## src/rtl/instr_encoder.sv

```systemverilog
`timescale 1ns/1ps
// instr_encoder: packs symbolic RISC-V instructions (RV32I subset) into
// machine words and streams them into instruction memory at consecutive
// word addresses.
//
// Ports
//   clk, rst          clock, synchronous active-high reset
//   start, base_addr  begin a program at base_addr (low two bits dropped)
//   finish            end the program (RUN only)
//   in_valid/in_ready symbolic instruction handshake (ready == RUN)
//   op, rd, rs1, rs2, imm   symbolic instruction fields
//   mem_we/mem_addr/mem_wdata  registered instruction-memory write port
//   done              one-cycle end-of-program pulse
//   err               sticky: some instruction failed its range check
//   count             words written since start
module instr_encoder #(
  parameter int ADDR_W = 12
) (
  input  logic              clk,
  input  logic              rst,
  input  logic              start,
  input  logic [ADDR_W-1:0] base_addr,
  input  logic              finish,
  input  logic              in_valid,
  output logic              in_ready,
  input  logic [3:0]        op,
  input  logic [4:0]        rd,
  input  logic [4:0]        rs1,
  input  logic [4:0]        rs2,
  input  logic [31:0]       imm,
  output logic              mem_we,
  output logic [ADDR_W-1:0] mem_addr,
  output logic [31:0]       mem_wdata,
  output logic              done,
  output logic              err,
  output logic [ADDR_W-1:0] count
);

  typedef enum logic [1:0] {IDLE, RUN, DONE} state_t;

  localparam logic [3:0] OP_ADD = 4'd0,  OP_SUB = 4'd1,  OP_SLL = 4'd2,
                         OP_XOR = 4'd3,  OP_SRL = 4'd4,  OP_OR  = 4'd5,
                         OP_AND = 4'd6,  OP_ADDI = 4'd7, OP_LBU = 4'd8,
                         OP_SB  = 4'd9,  OP_BEQ = 4'd10, OP_BNE = 4'd11,
                         OP_LUI = 4'd12, OP_AUIPC = 4'd13, OP_JAL = 4'd14,
                         OP_JALR = 4'd15;

  state_t            state, state_nxt;
  logic [ADDR_W-1:0] wptr;
  logic [31:0]       enc;
  logic              legal;
  logic              fire;
  logic              start_ld;
  logic signed [31:0] simm;

  assign in_ready = (state == RUN);
  assign done     = (state == DONE);
  assign fire     = in_valid && in_ready;
  assign start_ld = start && (state != RUN);
  assign simm     = imm;

  always_comb begin
    state_nxt = state;
    case (state)
      IDLE:    if (start)  state_nxt = RUN;
      RUN:     if (finish) state_nxt = DONE;
      DONE:    state_nxt = start ? RUN : IDLE;
      default: state_nxt = IDLE;
    endcase
  end

  // Encoder + range check. legal only matters when the word is transferred.
  always_comb begin
    enc   = '0;
    legal = 1'b1;
    case (op)
      OP_ADD:  enc = {7'b0000000, rs2, rs1, 3'b000, rd, 7'b0110011};
      OP_SUB:  enc = {7'b0100000, rs2, rs1, 3'b000, rd, 7'b0110011};
      OP_SLL:  enc = {7'b0000000, rs2, rs1, 3'b001, rd, 7'b0110011};
      OP_XOR:  enc = {7'b0000000, rs2, rs1, 3'b100, rd, 7'b0110011};
      OP_SRL:  enc = {7'b0000000, rs2, rs1, 3'b101, rd, 7'b0110011};
      OP_OR:   enc = {7'b0000000, rs2, rs1, 3'b110, rd, 7'b0110011};
      OP_AND:  enc = {7'b0000000, rs2, rs1, 3'b111, rd, 7'b0110011};
      OP_ADDI, OP_LBU, OP_JALR: begin
        legal = (simm >= -2048) && (simm <= 2047);
        enc   = {imm[11:0], rs1,
                 (op == OP_LBU) ? 3'b100 : 3'b000, rd,
                 (op == OP_ADDI) ? 7'b0010011 :
                 (op == OP_LBU)  ? 7'b0000011 : 7'b1100111};
      end
      OP_SB: begin
        legal = (simm >= -2048) && (simm <= 2047);
        enc   = {imm[11:5], rs2, rs1, 3'b000, imm[4:0], 7'b0100011};
      end
      OP_BEQ, OP_BNE: begin
        legal = (simm >= -4096) && (simm <= 4094) && !imm[0];
        enc   = {imm[12], imm[10:5], rs2, rs1,
                 (op == OP_BNE) ? 3'b001 : 3'b000,
                 imm[4:1], imm[11], 7'b1100011};
      end
      OP_LUI, OP_AUIPC: begin
        legal = (imm[11:0] == 12'd0);
        enc   = {imm[31:12], rd, (op == OP_LUI) ? 7'b0110111 : 7'b0010111};
      end
      OP_JAL: begin
        legal = (simm >= -1048576) && (simm <= 1048574) && !imm[0];
        enc   = {imm[20], imm[10:1], imm[11], imm[19:12], rd, 7'b1101111};
      end
      default: ;
    endcase
  end

  // wptr advances at the transfer edge so back-to-back words get
  // consecutive addresses; count trails by one cycle because it follows
  // the registered write strobe.
  always_ff @(posedge clk) begin
    if (rst) begin
      state     <= IDLE;
      wptr      <= '0;
      mem_we    <= 1'b0;
      mem_addr  <= '0;
      mem_wdata <= '0;
      err       <= 1'b0;
      count     <= '0;
    end else begin
      state  <= state_nxt;
      mem_we <= fire && legal;
      if (fire && legal) begin
        mem_addr  <= wptr;
        mem_wdata <= enc;
        wptr      <= wptr + ADDR_W'(4);
      end
      if (start_ld) begin
        wptr  <= {base_addr[ADDR_W-1:2], 2'b00};
        count <= '0;
        err   <= 1'b0;
      end else begin
        if (mem_we)          count <= count + ADDR_W'(1);
        if (fire && !legal)  err   <= 1'b1;
      end
    end
  end

endmodule

```

## config.mk

```make
export PLATFORM = sky130hd
export DESIGN_NAME = instr_encoder
export DESIGN_NICKNAME = d
export VERILOG_FILES = /design/src/rtl/instr_encoder.sv
export SDC_FILE = /design/constraint.sdc
export NUM_CORES = 1
export LEC_CHECK = 0
export CORE_ASPECT_RATIO = 0.9
export CORE_UTILIZATION = 48
export CTS_CLUSTER_SIZE = 30
export DETAILED_ROUTE_END_ITERATION = 16
export PLACE_DENSITY = 0.85
export SYNTH_ARGS = -nofsm -noshare
export SYNTH_HDL_FRONTEND = slang
export SYNTH_SLANG_ARGS = --single-unit
export TNS_END_PERCENT = 20
```

## constraint.sdc

```tcl
create_clock -name clk -period 6.47 [get_ports clk]
set_clock_uncertainty 0.2 [all_clocks]
set_input_delay 1.294 -clock clk [delete_from_list [all_inputs] [get_ports clk]]
set_output_delay 1.294 -clock clk [all_outputs]
set_load 0.02 [all_outputs]
```

Word-level counts from Yosys, hierarchy flattened
Cells that the tools add are included.
{"block": "word_totals", "ff_bits": 72, "input_bits": 68, "output_inout_bits": 60, "wordCells": 70}
{"block": "op_classes", "add_sub_neg": 2, "n_lt_le_gt_ge": 6, "n_eq_ne": 20, "muxes": 13, "n_reduce_logical": 21}
{"cell": "32-bit case mux with 12 select lines", "n": 1}
{"cell": "4-bit == test, second input constant", "n": 8}
{"cell": "32-bit by 12-bit >= comparator with 1-bit output, second input constant", "n": 1}
{"cell": "32-bit by 13-bit >= comparator with 1-bit output, second input constant", "n": 1}
{"cell": "32-bit by 21-bit >= comparator with 1-bit output, second input constant", "n": 1}
{"cell": "32-bit by 12-bit <= comparator with 1-bit output, second input constant", "n": 1}
{"cell": "32-bit by 13-bit <= comparator with 1-bit output, second input constant", "n": 1}
{"cell": "32-bit by 21-bit <= comparator with 1-bit output, second input constant", "n": 1}
{"cell": "12-bit 2-to-1 mux", "n": 2}
{"cell": "4-bit by 3-bit == test with 1-bit output, second input constant", "n": 4}
{"cell": "7-bit 2-to-1 mux", "n": 2}
{"cell": "12-bit by 1-bit adder with 12-bit output, second input constant", "n": 1}
{"cell": "12-bit by 3-bit adder with 12-bit output, second input constant", "n": 1}
{"cell": "12-bit zero test", "n": 1}
{"cell": "1-bit logical AND", "n": 9}
{"cell": "4-bit by 2-bit == test with 1-bit output, second input constant", "n": 2}
{"cell": "6-bit 2-to-1 mux", "n": 1}
{"cell": "2-bit case mux with 3 select lines", "n": 1}
{"cell": "2-bit OR reduction", "n": 3}
{"cell": "4-bit by 1-bit == test with 1-bit output, second input constant", "n": 1}
{"cell": "4-bit zero test", "n": 1}
{"cell": "2-bit 2-to-1 mux", "n": 2}
{"cell": "2-bit inequality test, second input constant", "n": 2}
{"cell": "1-bit case mux with 4 select lines", "n": 1}
{"cell": "other kinds (11)", "n": 13}

Logic depth before layout (Yosys ltp)
{"block": "logic_depth", "ltp_word": 7, "mapped_depth": 10, "ltp_nobuf": 7}

Least setup slack after synthesis
Ideal clock, no wire load.
{"block": "synth_path", "kind": "input port to flip-flop", "startpoint": "input op[2]", "endpoint": "register wptr[8]", "setup_time_ps": 91, "arrival_time_ps": 2996, "t_required_ps": 6179, "setup_slack_ps": 3183, "stages": 7, "n_path_buf": 1, "path_cell_list": "or3b_1 a21oi_1 o2111ai_1 and4_1 clkbuf_1 or4_1 a311oi_1"}
{"block": "synth_between", "elab_chain_len": 5, "elab_cells_between_ends": 15, "cone_classes": "eq/ne: 9; mux: 1; reduce/logical: 5"}
{"item": "from (decl)", "line": "26", "text": "input logic [3:0] op,"}
{"item": "4-bit == test or 4-bit by 3-bit == test with 1-bit output (tied branches)", "line": "76", "text": "case (op)"}
{"item": "4-bit OR reduction (no source line) or 2-bit OR reduction (tied branches)"}
{"item": "1-bit case mux with 4 select lines *", "line": "76"}
{"item": "1-bit logical AND *", "line": "128", "text": "if (fire && legal) begin"}
{"item": "2-bit nonzero test (no source line) *"}
{"item": "to (signal assigned)", "line": "131", "text": "wptr <= wptr + ADDR_W'(4);"}
{"item": "to (signal assigned)", "line": "134", "text": "wptr <= {base_addr[ADDR_W-1:2], 2'b00};"}
{"item": "to (decl)", "line": "49", "text": "logic [ADDR_W-1:0] wptr;"}
Every way passes the cells marked *; elsewhere a longest branch is shown, timed or not.
A chain may end at the register's enable or synchronous reset.

Worst setup path in the final report
{"block": "layout_path", "startpoint": "input op[2]", "endpoint": "register wptr[9]"}
The elaborated chain is that of the path after synthesis.

==> results.cfg <==
[place]
placed_cell_area_mm2 = 0.004688
gp_congestion = 0.9504
port_buffers = 123
hpwl_um = 7086

[timing]
rsz0062_at_grt = false
worstMarginPinSlew_ns = 1.079
hold_violations = 0
max_clock_freq_mhz = 210.0
slew_violations = 0
relSlewSlack_pct = 28.05
final.period_utilization_pct = 73.59
setup-violations-final = 0
final.setup.tns_ns = 0
period_minus_slack_ns = 4.762

[finish]
drive_gt1_share_pct = 4.082
area_delta_synth_final_pct = 40.74
finalNetCount = 604
fill_cells = 588
antenna_cells = 0
seqCellArea_mm2 = 0.001341
final_area_mm2 = 0.004915
multi_input_area_mm2 = 0.001963

[pwr]
p_per_area_mw_per_mm2 = 203.0
p_leak_nw = 1.628
vdd_drop_max_mv = 0.1100

[clock_network]
insertion_delay_ns = 0.34
cts_tree = built
numClockSinks = 67
htree_num_levels = 3
cts_buffer_depth = 2
clock-root-buffer = clkbuf_8
clk_pin_slew_ns = 0.07
cts_setup_buffers = 0
numCtsBuffers = 9
holdBufCountCts = 0
cts.repair.resized = 0

[global_route]
grt_pass1_vias = 3297
grt.total_usage_pct = 25.87
grt_max_degree = 56
grt.overflow.total = 0
grt_first_pass_wirelength_um = 15970
grt_antenna_before_repair = 0

[setup_path]
worstPathCellList = clkdlybuf4s50_1 -> nand2_1 -> nor4_1 -> nand2_1 -> and4_1 -> or4_1 -> a311oi_1
worstPathArrival_ns = 4.80
cpPeakStageDelay_ns = 1.17
crit_family = simple AND/OR/NAND/NOR gates
crit_top_cell = nand2_1
worstSetupPathType = in2reg
crit_slowest_cell = clkdlybuf4s50_1
endpoint_kind = flop
setup.worst_path.start_class = primary input
critPathMaxFanout = 34
crit_buf_inv = 1
crit_required_ns = 6.51

[floorplan]
ios = 128
row_count = 29
coreArea_mm2 = 0.007039
die_area_mm2 = 0.007621
initial_core_util_pct = 49.61
die_h_um = 82.92
die_w_um = 91.91

[drt]
drtIter0Drc = 215
vias = 3805
wl_per_cell_um = 15.83
vias_per_cell = 6.021
wl_um = 10000
ant_nets = 0
drtPass1Iterations = 6
drc_errors = 0

[yosys]
ys_types = 48
synth_edf_count = 0
async_flop_share_pct = 0
synth-seq-area-share_pct = 38.41
syn_inst = 437
syn-cell-area_mm2 = 0.003492
syn_avg_cell_area_um2 = 7.991
yosys_most_used_dff = dfxtp_1
synth-seq-cells = 67
ys_warn_count = 0

[job]
cap_violations = 0

[hold_path]
hold_class = reg2reg

[run_status]
status = complete, no violations
## power by group
| group | internal, mW | leakage, nW | switching, mW |
|---|---|---|---|
| Sequential | 0.425 | 0.544 | 0.0101 |
| Clock | 0.227 | 0.108 | 0.163 |
| Combinational | 0.0794 | 0.976 | 0.0927 |
## cells in the mapped netlist, types with 9 or more instances
library cell,instances,area share (%)
a211oi_1,21,4.5
a21oi_1,50,7.2
a311oi_1,12,3.0
clkbuf_1,31,3.3
dfxtp_1,67,38
mux2i_1,10,2.9
nand2_1,29,3.1
nand3_1,16,2.3
nand4_1,9,1.6
nor2_1,35,3.8
nor3_1,9,1.3
nor4_1,15,2.7
o21ai_0,35,5.0
## cell families (layout without fill, tap and decap cells)
| logic type | count (synthesis) | in the layout | share of synthesized area, % |
|---|---|---|---|
| AOI/OAI and AO/OA | 150 | 150 | 27.41 |
| and+or+nand+nor | 150 | 150 | 22.18 |
| DFF | 67 | 67 | 38.41 |
| buffers and inverters | 46 | 147 | 5.482 |
| muxes | 11 | 11 | 3.189 |
| xor gates and xnor gates | 10 | 10 | 2.508 |
| adders and majority gates | 2 | 2 | 0.7165 |
| other | 1 | 2 | 0.1074 |
## worst register-to-register path: stages, from the launching register on
cell and delay, ns:
dfxtp_1 0.31, nand2b_1 0.19, inv_1 0.10, and2_1 0.85
buf_4 0.39, a21oi_1 0.10, a211oi_1 0.25
## final timing paths
path              slack, ns   startpoint       endpoint  cells after the start
hold reg to reg        0.28  mem_addr[6]    mem_addr[6]                      2
setup reg to reg       3.99     state[1]  mem_wdata[25]                      6
setup / recovery       1.71        op[2]        wptr[9]                      7
hold / removal         0.28  mem_addr[6]    mem_addr[6]                      2
## layer usage
| metal | wire (um) | vias up | track usage [%] |
|---|---|---|---|
| met3 | 692 | 6 | 5.678 |
| li1 | - | 1838 | - |
| met5 | 0 | - | 0 |
| met1 | 4330 | 1802 | 34.23 |
| met4 | 59 | 0 | 5.824 |
| met2 | 4919 | 159 | 43.01 |
## registers in the layout, summed over array words and instances (netlist names)
| register | count |
|---|---|
| mem_wdata | 31 |
| count | 12 |
| mem_addr | 10 |
| wptr | 10 |
| state | 2 |
| err | 1 |
| mem_we | 1 |
## layout by cell type, fill, tap and decap left out, types with 10 or more instances in the layout
cell and instances:
a211oi_1 21, a21oi_1 50, a311oi_1 12, clkbuf_8 10, clkdlybuf4s50_1 122, dfxtp_1 67, mux2i_1 10, nand2_1 29
nand3_1 16, nor2_1 35, nor4_1 15, o21ai_0 35
## through the flow
stage	hold slack, ns	util [%]	total power [mW]	std cells	setup WS, ns
2_1_floorplan	0.2524	-	0.5344	438	3.183
3_3_place_gp	0.2551	66.60	0.6129	616	1.485
3_5_place_dp	0.2675	66.60	0.6150	616	1.412
4_1_cts	0.2773	69.82	0.9989	632	1.762
5_1_grt	0.2971	69.82	1.040	632	1.481
6_report	0.2764	69.82	0.9978	632	1.708
## final cells by class
cell class                      instances  share of cell area [%]
Multi-Input combinational cell        325                   39.94
Sequential cell                        67                   27.29
Timing Repair Buffer                  126                   25.41
Clock buffer                           10                   2.800
Tap cell                               93                   2.368
Clock inverter                          6                   1.808
Inverter                                5                  0.3819
No activity file was read; power rests on OpenSTA's default activity.
